[config.mk]
export PLATFORM = sky130hd
export DESIGN_NAME = jogo_memoria_param
export DESIGN_NICKNAME = d
export VERILOG_FILES = /design/src/rtl/jogo_memoria_param.sv
export SDC_FILE = /design/constraint.sdc
export NUM_CORES = 1
export LEC_CHECK = 0
export ABC_AREA = 1
export BUFFER_PORTS_ARGS = -buffer_cell sky130_fd_sc_hd__buf_4
export CAP_MARGIN = 15
export CORE_AREA = 2 2 106 108
export CTS_CLUSTER_DIAMETER = 40
export CTS_CLUSTER_SIZE = 20
export DETAILED_ROUTE_END_ITERATION = 10
export DIE_AREA = 0 0 108 110
export MAX_ROUTING_LAYER = met4
export PLACE_DENSITY = 0.68
export SYNTH_ARGS = -nofsm -noshare
export SYNTH_HDL_FRONTEND = slang
export SYNTH_SLANG_ARGS = --single-unit
[constraint.sdc]
create_clock -name clock -period 2.4 [get_ports clock]
set_input_delay 0.24 -clock clock [delete_from_list [all_inputs] [get_ports clock]]
set_output_delay 0.24 -clock clock [all_outputs]
set_load 0.01 [all_outputs]
[src/rtl/jogo_memoria_param.sv]
// jogo_memoria_param
//   Genius-style memory game core: control FSM and datapath in one block.
//   Each round appends one LFSR-generated element to the stored sequence,
//   replays the whole sequence on the LEDs, then checks the player's presses
//   one by one with a per-press timeout.
//
// Parameters
//   N_BOTOES       number of buttons/LEDs (power of 2, 2..16)
//   MAX_SEQ        maximum sequence length (power of 2, 4..256)
//   TEMPO_LED      cycles an LED stays lit during replay, and dark between LEDs
//   TIMEOUT_CICLOS cycles allowed per press before timeout (>= 2)
//
// Ports
//   clock         in   system clock, rising edge
//   reset         in   asynchronous active-high reset
//   jogar         in   starts a game from INICIAL or any FIM state
//   nivel         in   0: game length MAX_SEQ/2, 1: MAX_SEQ (sampled in PREPARA)
//   semente       in   LFSR seed (sampled in PREPARA, 0 replaced by 16'hACE1)
//   botoes        in   player buttons, one-hot expected
//   leds          out  one-hot replay display
//   ganhou        out  high in FIM_GANHOU
//   perdeu        out  high in FIM_PERDEU
//   timeout       out  high in FIM_TIMEOUT
//   pronto        out  high in any FIM state
//   db_estado     out  current state code
//   db_sequencia  out  current round index (round length - 1)
//   db_contagem   out  current element index
module jogo_memoria_param #(
    parameter int N_BOTOES       = 4,
    parameter int MAX_SEQ        = 16,
    parameter int TEMPO_LED      = 1000,
    parameter int TIMEOUT_CICLOS = 5000,
    localparam int BW = $clog2(N_BOTOES),
    localparam int AW = $clog2(MAX_SEQ)
) (
    input  logic                clock,
    input  logic                reset,
    input  logic                jogar,
    input  logic                nivel,
    input  logic [15:0]         semente,
    input  logic [N_BOTOES-1:0] botoes,
    output logic [N_BOTOES-1:0] leds,
    output logic                ganhou,
    output logic                perdeu,
    output logic                timeout,
    output logic                pronto,
    output logic [3:0]          db_estado,
    output logic [AW-1:0]       db_sequencia,
    output logic [AW-1:0]       db_contagem
);

    localparam int TMAX = (TEMPO_LED > TIMEOUT_CICLOS) ? TEMPO_LED : TIMEOUT_CICLOS;
    localparam int TW   = $clog2(TMAX + 1);
    localparam logic [TW-1:0] LED_FIM = TW'(TEMPO_LED - 1);
    localparam logic [TW-1:0] TO_FIM  = TW'(TIMEOUT_CICLOS - 1);
    localparam logic [15:0]   SEMENTE_PADRAO = 16'hACE1;

    typedef enum logic [3:0] {
        INICIAL     = 4'h0,
        PREPARA     = 4'h1,
        NOVO        = 4'h2,
        MOSTRA      = 4'h3,
        APAGA       = 4'h4,
        ESPERA      = 4'h5,
        REGISTRA    = 4'h6,
        COMPARA     = 4'h7,
        FIM_GANHOU  = 4'hA,
        FIM_PERDEU  = 4'hB,
        FIM_TIMEOUT = 4'hC
    } estado_t;

    estado_t             estado;
    logic [BW-1:0]       mem [MAX_SEQ];
    logic [15:0]         lfsr;
    logic [15:0]         lfsr_nxt;
    logic [AW-1:0]       seq;
    logic [AW-1:0]       idx;
    logic [AW-1:0]       limite;
    logic [TW-1:0]       timer;
    logic [N_BOTOES-1:0] prev;
    logic [N_BOTOES-1:0] jogada;
    logic                tem_jogada;
    logic [BW-1:0]       primeiro;

    function automatic logic [N_BOTOES-1:0] onehot(input logic [BW-1:0] v);
        logic [N_BOTOES-1:0] r;
        r    = '0;
        r[v] = 1'b1;
        return r;
    endfunction

    assign lfsr_nxt   = {1'b0, lfsr[15:1]} ^ (lfsr[0] ? 16'hB400 : 16'h0000);
    // Single-cycle pulse on the press edge; a held button never re-triggers.
    assign tem_jogada = (prev == '0) && (botoes != '0);

    // In NOVO the first replayed element may be the one being written this
    // very cycle (round 0), so bypass the memory in that case.
    assign primeiro = (seq == '0) ? lfsr[BW-1:0] : mem[0];

    assign db_estado    = estado;
    assign db_sequencia = seq;
    assign db_contagem  = idx;

    // Sequence memory: no reset, contents are don't-care until written.
    always_ff @(posedge clock) begin
        if (estado == NOVO) begin
            mem[seq] <= lfsr[BW-1:0];
        end
    end

    always_ff @(posedge clock or posedge reset) begin
        if (reset) begin
            estado  <= INICIAL;
            lfsr    <= SEMENTE_PADRAO;
            seq     <= '0;
            idx     <= '0;
            limite  <= '0;
            timer   <= '0;
            prev    <= '0;
            jogada  <= '0;
            leds    <= '0;
            ganhou  <= 1'b0;
            perdeu  <= 1'b0;
            timeout <= 1'b0;
            pronto  <= 1'b0;
        end else begin
            prev <= botoes;
            case (estado)
                INICIAL: begin
                    if (jogar) estado <= PREPARA;
                end
                PREPARA: begin
                    seq    <= '0;
                    idx    <= '0;
                    limite <= nivel ? AW'(MAX_SEQ - 1) : AW'(MAX_SEQ / 2 - 1);
                    lfsr   <= (semente == 16'h0000) ? SEMENTE_PADRAO : semente;
                    estado <= NOVO;
                end
                NOVO: begin
                    lfsr   <= lfsr_nxt;
                    idx    <= '0;
                    timer  <= '0;
                    leds   <= onehot(primeiro);
                    estado <= MOSTRA;
                end
                MOSTRA: begin
                    if (timer == LED_FIM) begin
                        timer  <= '0;
                        leds   <= '0;
                        estado <= APAGA;
                    end else begin
                        timer <= timer + 1'b1;
                    end
                end
                APAGA: begin
                    if (timer == LED_FIM) begin
                        timer <= '0;
                        if (idx == seq) begin
                            idx    <= '0;
                            estado <= ESPERA;
                        end else begin
                            idx    <= idx + 1'b1;
                            leds   <= onehot(mem[idx + 1'b1]);
                            estado <= MOSTRA;
                        end
                    end else begin
                        timer <= timer + 1'b1;
                    end
                end
                ESPERA: begin
                    timer <= timer + 1'b1;
                    if (tem_jogada) begin
                        estado <= REGISTRA;
                    end else if (timer == TO_FIM) begin
                        timeout <= 1'b1;
                        pronto  <= 1'b1;
                        estado  <= FIM_TIMEOUT;
                    end
                end
                REGISTRA: begin
                    jogada <= botoes;
                    estado <= COMPARA;
                end
                COMPARA: begin
                    if (jogada != onehot(mem[idx])) begin
                        perdeu <= 1'b1;
                        pronto <= 1'b1;
                        estado <= FIM_PERDEU;
                    end else if (idx < seq) begin
                        idx    <= idx + 1'b1;
                        timer  <= '0;
                        estado <= ESPERA;
                    end else if (seq == limite) begin
                        ganhou <= 1'b1;
                        pronto <= 1'b1;
                        estado <= FIM_GANHOU;
                    end else begin
                        seq    <= seq + 1'b1;
                        estado <= NOVO;
                    end
                end
                FIM_GANHOU, FIM_PERDEU, FIM_TIMEOUT: begin
                    leds <= '0;
                    if (jogar) begin
                        ganhou  <= 1'b0;
                        perdeu  <= 1'b0;
                        timeout <= 1'b0;
                        pronto  <= 1'b0;
                        estado  <= PREPARA;
                    end
                end
                default: begin
                    estado <= INICIAL;
                end
            endcase
        end
    end

endmodule

==> impl_results.md, run 1 <==
* Wire per inst at around 15 microns
* Row count at 38
* Sinks on Clock Net at 91
* Worst-path fanout max at 19
* Post-Synth Simple-Gate Area at approximately 29%
* CTS tree: done
* Max-cap violation count at 0
* ANT nets after route at 0
* Yosys warnings at 0
* Final non-filler cell area at ~6100 sq um
* Final slew viol count at 0
* Number of placed I/O pins at 44
* GPL Wtd Cong at 0.887
* Largest net degree at the start of global routing at 60
* Clock skew at around 0.011 ns
* Area share of the largest cell type after synthesis at 24.2%
* Commonest cells in the netlist: 183 x nand2_1, 85 x inv_1, 70 x nor2_1, 61 x nand3_1, 51 x dfrtp_1
* Initial antenna violation count at 0
* Initial drt markers at approximately 420
* Vias at approximately 4700
* Critical Path RT at 2.66 ns
* CP arrival at between 2 and 3 ns
* Area Growth Syn to Fin at 16.3%
* Post-Synth XOR/XNOR Area at 2.49%
* Sum of negative setup slack at 0 ns
* Async SR Flop Fraction at 64.8%
* Vias in the first global route at between 4000 and 5000
* Final Hold Vio Count at 0
* Mapped Cells at slightly below 700
* Top-count cell post-synth: nand2_1
* DP HPWL at approximately 9.5 mm
* Seq/Total Area, Yosys at a little under half
* Mux contribution to synthesized area at 0%
* Kind of critical path: reg -> reg
* Post-Synth Adder-Cell Area at between 2 and 2.5%
* Final #Nets at ~770
* Leakage at about 2.8 nW
* Total GRT Usage at around a quarter
* Worst-margin pin slew at between 0.7 and 0.8 ns
* EDFF count, synth at 32
* Status: finished, final reports clean
* Root Buffer: clkbuf_8
* Port Buffer Count at 43
* Layout Utilization at 57.4%
* Fraction of layout cells with a size suffix above 1 at around 16%
* Final min period at approximately 2.3 ns
* Num CTS Buffers at 9
* Cell Area, Synth at around 5300 sq um
* Top cells by area, synth: dfrtp_1 24%, edfxtp_1 18%, nand2_1 13%, inv_1 6.0%, nand3_1 5.8%
* Peak VDD IR at between 0.0004 and 0.0005 V
* Max Root-Sink Buffers at 2
* Ys flop type: dfrtp_1
* F_max at about 440 MHz
* Compound-Gate Fraction of Synth Area at a little over a tenth
* R2r setup slk at 0.14 ns
* Drt drc at 0
* Worst R2R Start: db_contagem[0]$_DFFE_PP0P_
* Layout fillers at ~1000
* Fin crit share at about 94%
* Die Area at about 12000 sq um
* First-pass GRT wire length at between 20 and 25 mm
* Yosys reg bits at slightly above 90
* Post-synth top area cell: dfrtp_1
* WL final at about 13 mm
* CP Capture Type: flip-flop
* Relative slew slack at between 40 and 50%
* Power Density at about 980 nW/um^2
* Pre-antenna DRT Iters at 5
* Pwr Total at approximately 6.0 mW
* Largest family of logic cells by synthesized area: simple AND/OR/NAND/NOR gates
* Startpoint types: flip-flop
* Hold WC Path Type: in -> async
* Net Count, Synth at roughly 710
* H-tree lvl count at 3
* Die width at 108 microns
* Yosys cell types at 41
* Antenna cell count at 0
* Core Box Area at ~11000 sq um
* FF-to-FF path depth at 16
* Global route overflow at 0
* Mean area per synthesized cell at between 7 and 8 sq um
* Initial Util at between 40 and 50%
* Clock-pin slew on the worst setup and hold paths at about 0.090 ns
* Die span in y at 110 microns
* Unrepaired setup endpoints after global routing: true
* Setup Viol. Count Final at 0
* Capturing point of the worst reg2reg path: db_sequencia[2]$_DFFE_PP0P_
* Area after DPL at just under 6000 sq um
* Vias/cell at between 5 and 6
* Skew-Pair Late Insertion Delay at around 0.37 ns
==> where the power goes <==
group          internal, mW  switching, mW  leakage (nW)
clock                 0.488          0.583        0.0960
combinational         0.972           1.60          1.72
sequential             2.06          0.294          1.02
==> worst max-delay path, cell delays in order (launching register included) <==
cell	delay, ns
dfrtp_2	0.44
buf_12	0.16
buf_4	0.17
nand2_1	0.06
nand2_1	0.05
nand2_1	0.05
nand3_1	0.06
nand3_1	0.13
nand2_2	0.12
o21ai_2	0.16
nand2_1	0.10
nor2_4	0.17
nand3_1	0.12
nand2_2	0.12
nand2_2	0.12
nand2_1	0.07
o21ai_1	0.07
==> metal layers <==
| metal | share of wire (%) | vias up | GRT usage (%) |
|---|---|---|---|
| li1 | - | 2338 | - |
| met3 | 5.6 | 18 | 4.88 |
| met5 | 0 | - | - |
| met1 | 46 | 2230 | 32.2 |
| met2 | 46 | 139 | 35.4 |
| met4 | 1.6 | 0 | 6.78 |
==> stage by stage <==
step / hold WS [ns] / setup WS, ns / cells
final: 0.0797 / 0.137 / 885
after global routing: 0.0888 / -0.0178 / 885
after CTS: 0.0656 / 0.0551 / 880
after detailed placement: 0.373 / 0.00914 / 860
after global placement: 0.373 / 0.0347 / 860
after floorplan: 0.271 / 0.370 / 678
==> cells in the final DEF (no fill, tap or decap), types with 7 or more instances in the layout <==
master,netlist,routed
o21ai_0,40,40
o211ai_1,9,9
inv_1,85,84
nand2_2,11,9
dfstp_2,8,8
ha_1,10,9
o21ai_1,11,10
dfrtp_1,51,50
xor2_1,9,9
nand2_1,183,182
nand3_1,61,60
nor2_1,70,70
clkbuf_8,1,9
a21oi_1,24,24
nand4_1,7,7
edfxtp_1,32,32
buf_4,0,64
==> how the worst max path moves through the flow <==
stage	from	endpoint	cells past startpoint
after CTS	timer[0]$_DFFE_PP0P_	db_estado[1]$_DFFE_PP0P_	10
final	db_contagem[0]$_DFFE_PP0P_	db_sequencia[2]$_DFFE_PP0P_	16
after detailed placement	db_contagem[0]$_DFFE_PP0P_	leds[2]$_DFFE_PP0P_	12
after floorplan	db_contagem[0]$_DFFE_PP0P_	timer[5]$_DFFE_PP0P_	17
after global placement	timer[0]$_DFFE_PP0P_	db_estado[1]$_DFFE_PP0P_	10
after global routing	db_contagem[0]$_DFFE_PP0P_	db_contagem[3]$_DFFE_PP0P_	16
==> state kept, by name, indices dropped and copies added (netlist names) <==
name / cells
perdeu: 1
jogada: 4
pronto: 1
limite: 2
db_contagem: 4
timeout: 1
ganhou: 1
mem: 32
db_estado: 4
prev: 4
timer: 13
lfsr: 16
db_sequencia: 4
leds: 4
==> logic make-up after synthesis <==
family / after synthesis
AND/OR/NAND/NOR: 355
XOR/XNOR: 15
buffers and inverters: 107
AO/OA/AOI/OAI: 100
flip-flops: 91
adder cells (fa/ha/maj): 10
==> layout make-up <==
type	count	area (sq um)	share of cell area, %
sequential	91	2450	39.9
multi-input combinational	480	2400	39.2
inverter	88	343	5.58
timing repair buffer	70	566	9.21
clock buffer	9	124	2.02
clock inverter	7	77.6	1.26
tap	140	175	2.85
==> timing repair <==
action / 4_1_cts / 5_1_grt
gates cloned: 0 / 1
setup buffers: 0 / 4
hold endpoints to repair: 4 / 0
endpoints found under the setup margin: 1 / 29
resized for setup: 1 / 11
hold buffers: 4 / 0
pin swaps: 0 / 4
Power figures use the tool's default switching activity.
==> run 2, diff against run 1 <==
--- a/config.mk
+++ b/config.mk
@@ -8,11 +8,11 @@
 export ABC_AREA = 1
 export BUFFER_PORTS_ARGS = -buffer_cell sky130_fd_sc_hd__buf_4
 export CAP_MARGIN = 15
-export CORE_AREA = 2 2 106 108
+export CORE_AREA = 2 2 136 85
 export CTS_CLUSTER_DIAMETER = 40
 export CTS_CLUSTER_SIZE = 20
 export DETAILED_ROUTE_END_ITERATION = 10
-export DIE_AREA = 0 0 108 110
+export DIE_AREA = 0 0 138 87
 export MAX_ROUTING_LAYER = met4
 export PLACE_DENSITY = 0.68
 export SYNTH_ARGS = -nofsm -noshare
==> run 2 against run 1 <==
Net effect:
- sequential share of layout area shrank 0.76 points
- critical endpoint is now timer[6]$_DFFE_PP0P_
- combinational power grew 3%
- maximum frequency shrank 1.7%
- routed wire length grew 12%
- flip-flop and latch count is the same
- global-route usage grew 1.7 points
- via count grew 3.9%
- utilization grew 0.10 points
- critical path depth is the same
- count of clock-buffer cells in the layout is the same
- hold slack lost 0.060 ns
==> impl_results.md, run 2 (synthesized netlist as in run 1, its figures left out) <==
* Status: finished, final reports clean
* FF-to-FF path depth at 16
* Worst-margin pin slew at 0.762 ns
* Most frequent cells in the layout: 182 x nand2_1, 84 x inv_1, 69 x nor2_1, 59 x buf_4, 58 x nand3_1
* Unrepaired setup endpoints after global routing: true
* DP HPWL at about 10 mm
* Final #Nets at approximately 770
* Die Area at around 12000 sq um
* Worst R2R Start: db_contagem[0]$_DFFE_PP0P_
* Relative slew slack at 49.2%
* Final slew viol count at 0
* Clock-pin slew on the worst setup and hold paths at around 0.07 ns
* Num CTS Buffers at 9
* CP peak stage delay at 0.48 ns
* Capturing point of the worst reg2reg path: timer[6]$_DFFE_PP0P_
* Skew-Pair Late Insertion Delay at approximately 0.35 ns
* Core Box Area at approximately 11000 sq um
* CTS tree: done
* Largest net degree at the start of global routing at 60
* Fraction of layout cells with a size suffix above 1 at 16.4%
* H-tree lvl count at 3
* Peak VDD IR at ~0.00060 V
* Max-cap violation count at 0
* Initial Util at between 40 and 50%
* Row count at 30
* Vias/cell at 5.57
* Hold Crit Depth at 1
* Final Hold Vio Count at 0
* R2r setup slk at 0.1 ns
* Vias at 4910
* Port Buffer Count at 43
* Leakage at ~2.9 nW
* Inst Count DP at around 860
* Sinks on Clock Net at 91
* Kind of critical path: reg -> reg
* Clock skew at roughly 0.0083 ns
* CTS Hold Bufs at 0
* WL final at 14.5 mm
* Power Density at around 1000 nW/um^2
* Worst Hold Launch: botoes[3]
* Area Growth Syn to Fin at 18.5%
* Vias in the first global route at roughly 4400
* CP Capture Type: flip-flop
* Number of placed I/O pins at 44
* Pre-antenna DRT Iters at 6
* Fin crit share at approximately 96%
* Most flop-heavy register: mem
* Die width at 138 microns
* Final min period at about 2.3 ns
* Startpoint types: flip-flop
* Max Root-Sink Buffers at 2
* Total GRT Usage at about a quarter
* Root Buffer: clkbuf_16
* Global route overflow at 0
* Worst-path fanout max at 26
* Initial antenna violation count at 0
* WP buf/inv at 3
* Layout fillers at about 990
* Post-route insts no fill at between 800 and 900
* Drt drc at 0
* First-pass GRT wire length at 23.0 mm
* Hold WC Path Type: in -> reg
* Largest registers: mem: 32 flops, lfsr: 16 flops, timer: 13 flops
* Setup Viol. Count Final at 0
* Sum of negative setup slack at 0 ns
* ANT nets after route at 0
* F_max at around 430 MHz
* Critical Path RT at between 2 and 3 ns
* CP arrival at around 2.5 ns
* Max reg flops at 32
* Die span in y at 87 microns
* GPL Wtd Cong at about 0.95
* WHS Endpoint: prev[3]$_DFF_PP0_
* Commonest non-fill, non-tap cell in the layout: nand2_1
* CP max-delay cell: dfrtp_2
* CP top delay family: simple AND/OR/NAND/NOR gates
* Initial drt markers at around 570
* Worst-path cell chain: buf_12 -> clkinv_8 -> nand2_1 -> nand3_1 -> nand3_1 -> nand3_2 -> nand3_1 -> nand2_1 -> inv_1 -> nand2_1 -> nor2_4 -> nand3_2 -> nand2_4 -> nand2_8 -> nand2_1 -> nand3_1
* Wire per inst at around 16 microns
* Antenna cell count at 0
## run 2: repair_timing
action,4_1_cts,5_1_grt
pin swaps,0,5
setup endpoints to repair,1,29
gates cloned,0,3
setup buffers,0,2
resized for setup,1,18
## run 2: report_power, final
| group | switching, mW | internal (mW) | total, mW |
|---|---|---|---|
| logic | 1.69 | 0.969 | 2.66 |
| registers | 0.303 | 2.06 | 2.36 |
| clock network | 0.689 | 0.849 | 1.54 |
| total | 2.68 | 3.88 | 6.56 |
## run 2: area by class of cell
class                   instances  area, sq um  area share (%)
inverters                      88          343            5.48
flip-flops and latches         91         2450            39.1
clock buffers                   9          225            3.60
clock inverters                 7          105            1.68
multi-input cells             480         2420            38.6
repair buffers                 63          538            8.60
well taps                     144          180            2.88
## run 2: worst max-delay path by stage
stage                                    start                  endpoint  depth (start not counted)  slack (ns)
global placement    db_contagem[0]$_DFFE_PP0P_       leds[1]$_DFFE_PP0P_                         13       -0.04
finish              db_contagem[0]$_DFFE_PP0P_      timer[6]$_DFFE_PP0P_                         16         0.1
detailed placement  db_contagem[0]$_DFFE_PP0P_       leds[0]$_DFFE_PP0P_                         13      -0.004
CTS                       timer[0]$_DFFE_PP0P_  db_estado[2]$_DFFE_PP0P_                         10        0.02
floorplan           db_contagem[0]$_DFFE_PP0P_      timer[5]$_DFFE_PP0P_                         17        0.37
global route        db_contagem[0]$_DFFE_PP0P_      timer[6]$_DFFE_PP0P_                         16       -0.03
## run 2: through the flow
step / utilization (%) / hold slack (ns) / setup WS [ns] / area [sq um] / power, mW
floorplan: - / 0.271 / 0.370 / 5280 / 4.09
global placement: 53.0 / 0.371 / -0.0412 / 5770 / 4.76
detailed placement: 53.0 / 0.374 / -0.00435 / 5770 / 4.84
CTS: 56.0 / 0.0139 / 0.0204 / 6100 / 6.39
global route: 57.5 / 0.0168 / -0.0282 / 6260 / 7.01
finish: 57.5 / 0.0196 / 0.0975 / 6260 / 6.56
## run 2: per-layer routing
layer | track usage [%] | routed length, microns | part of all wire (%)
met2 | 33.8 | 5800 | 40
met3 | 5.50 | 1590 | 11
met5 | - | 0 | 0
met4 | 5.19 | 128 | 0.88
met1 | 38.3 | 6970 | 48
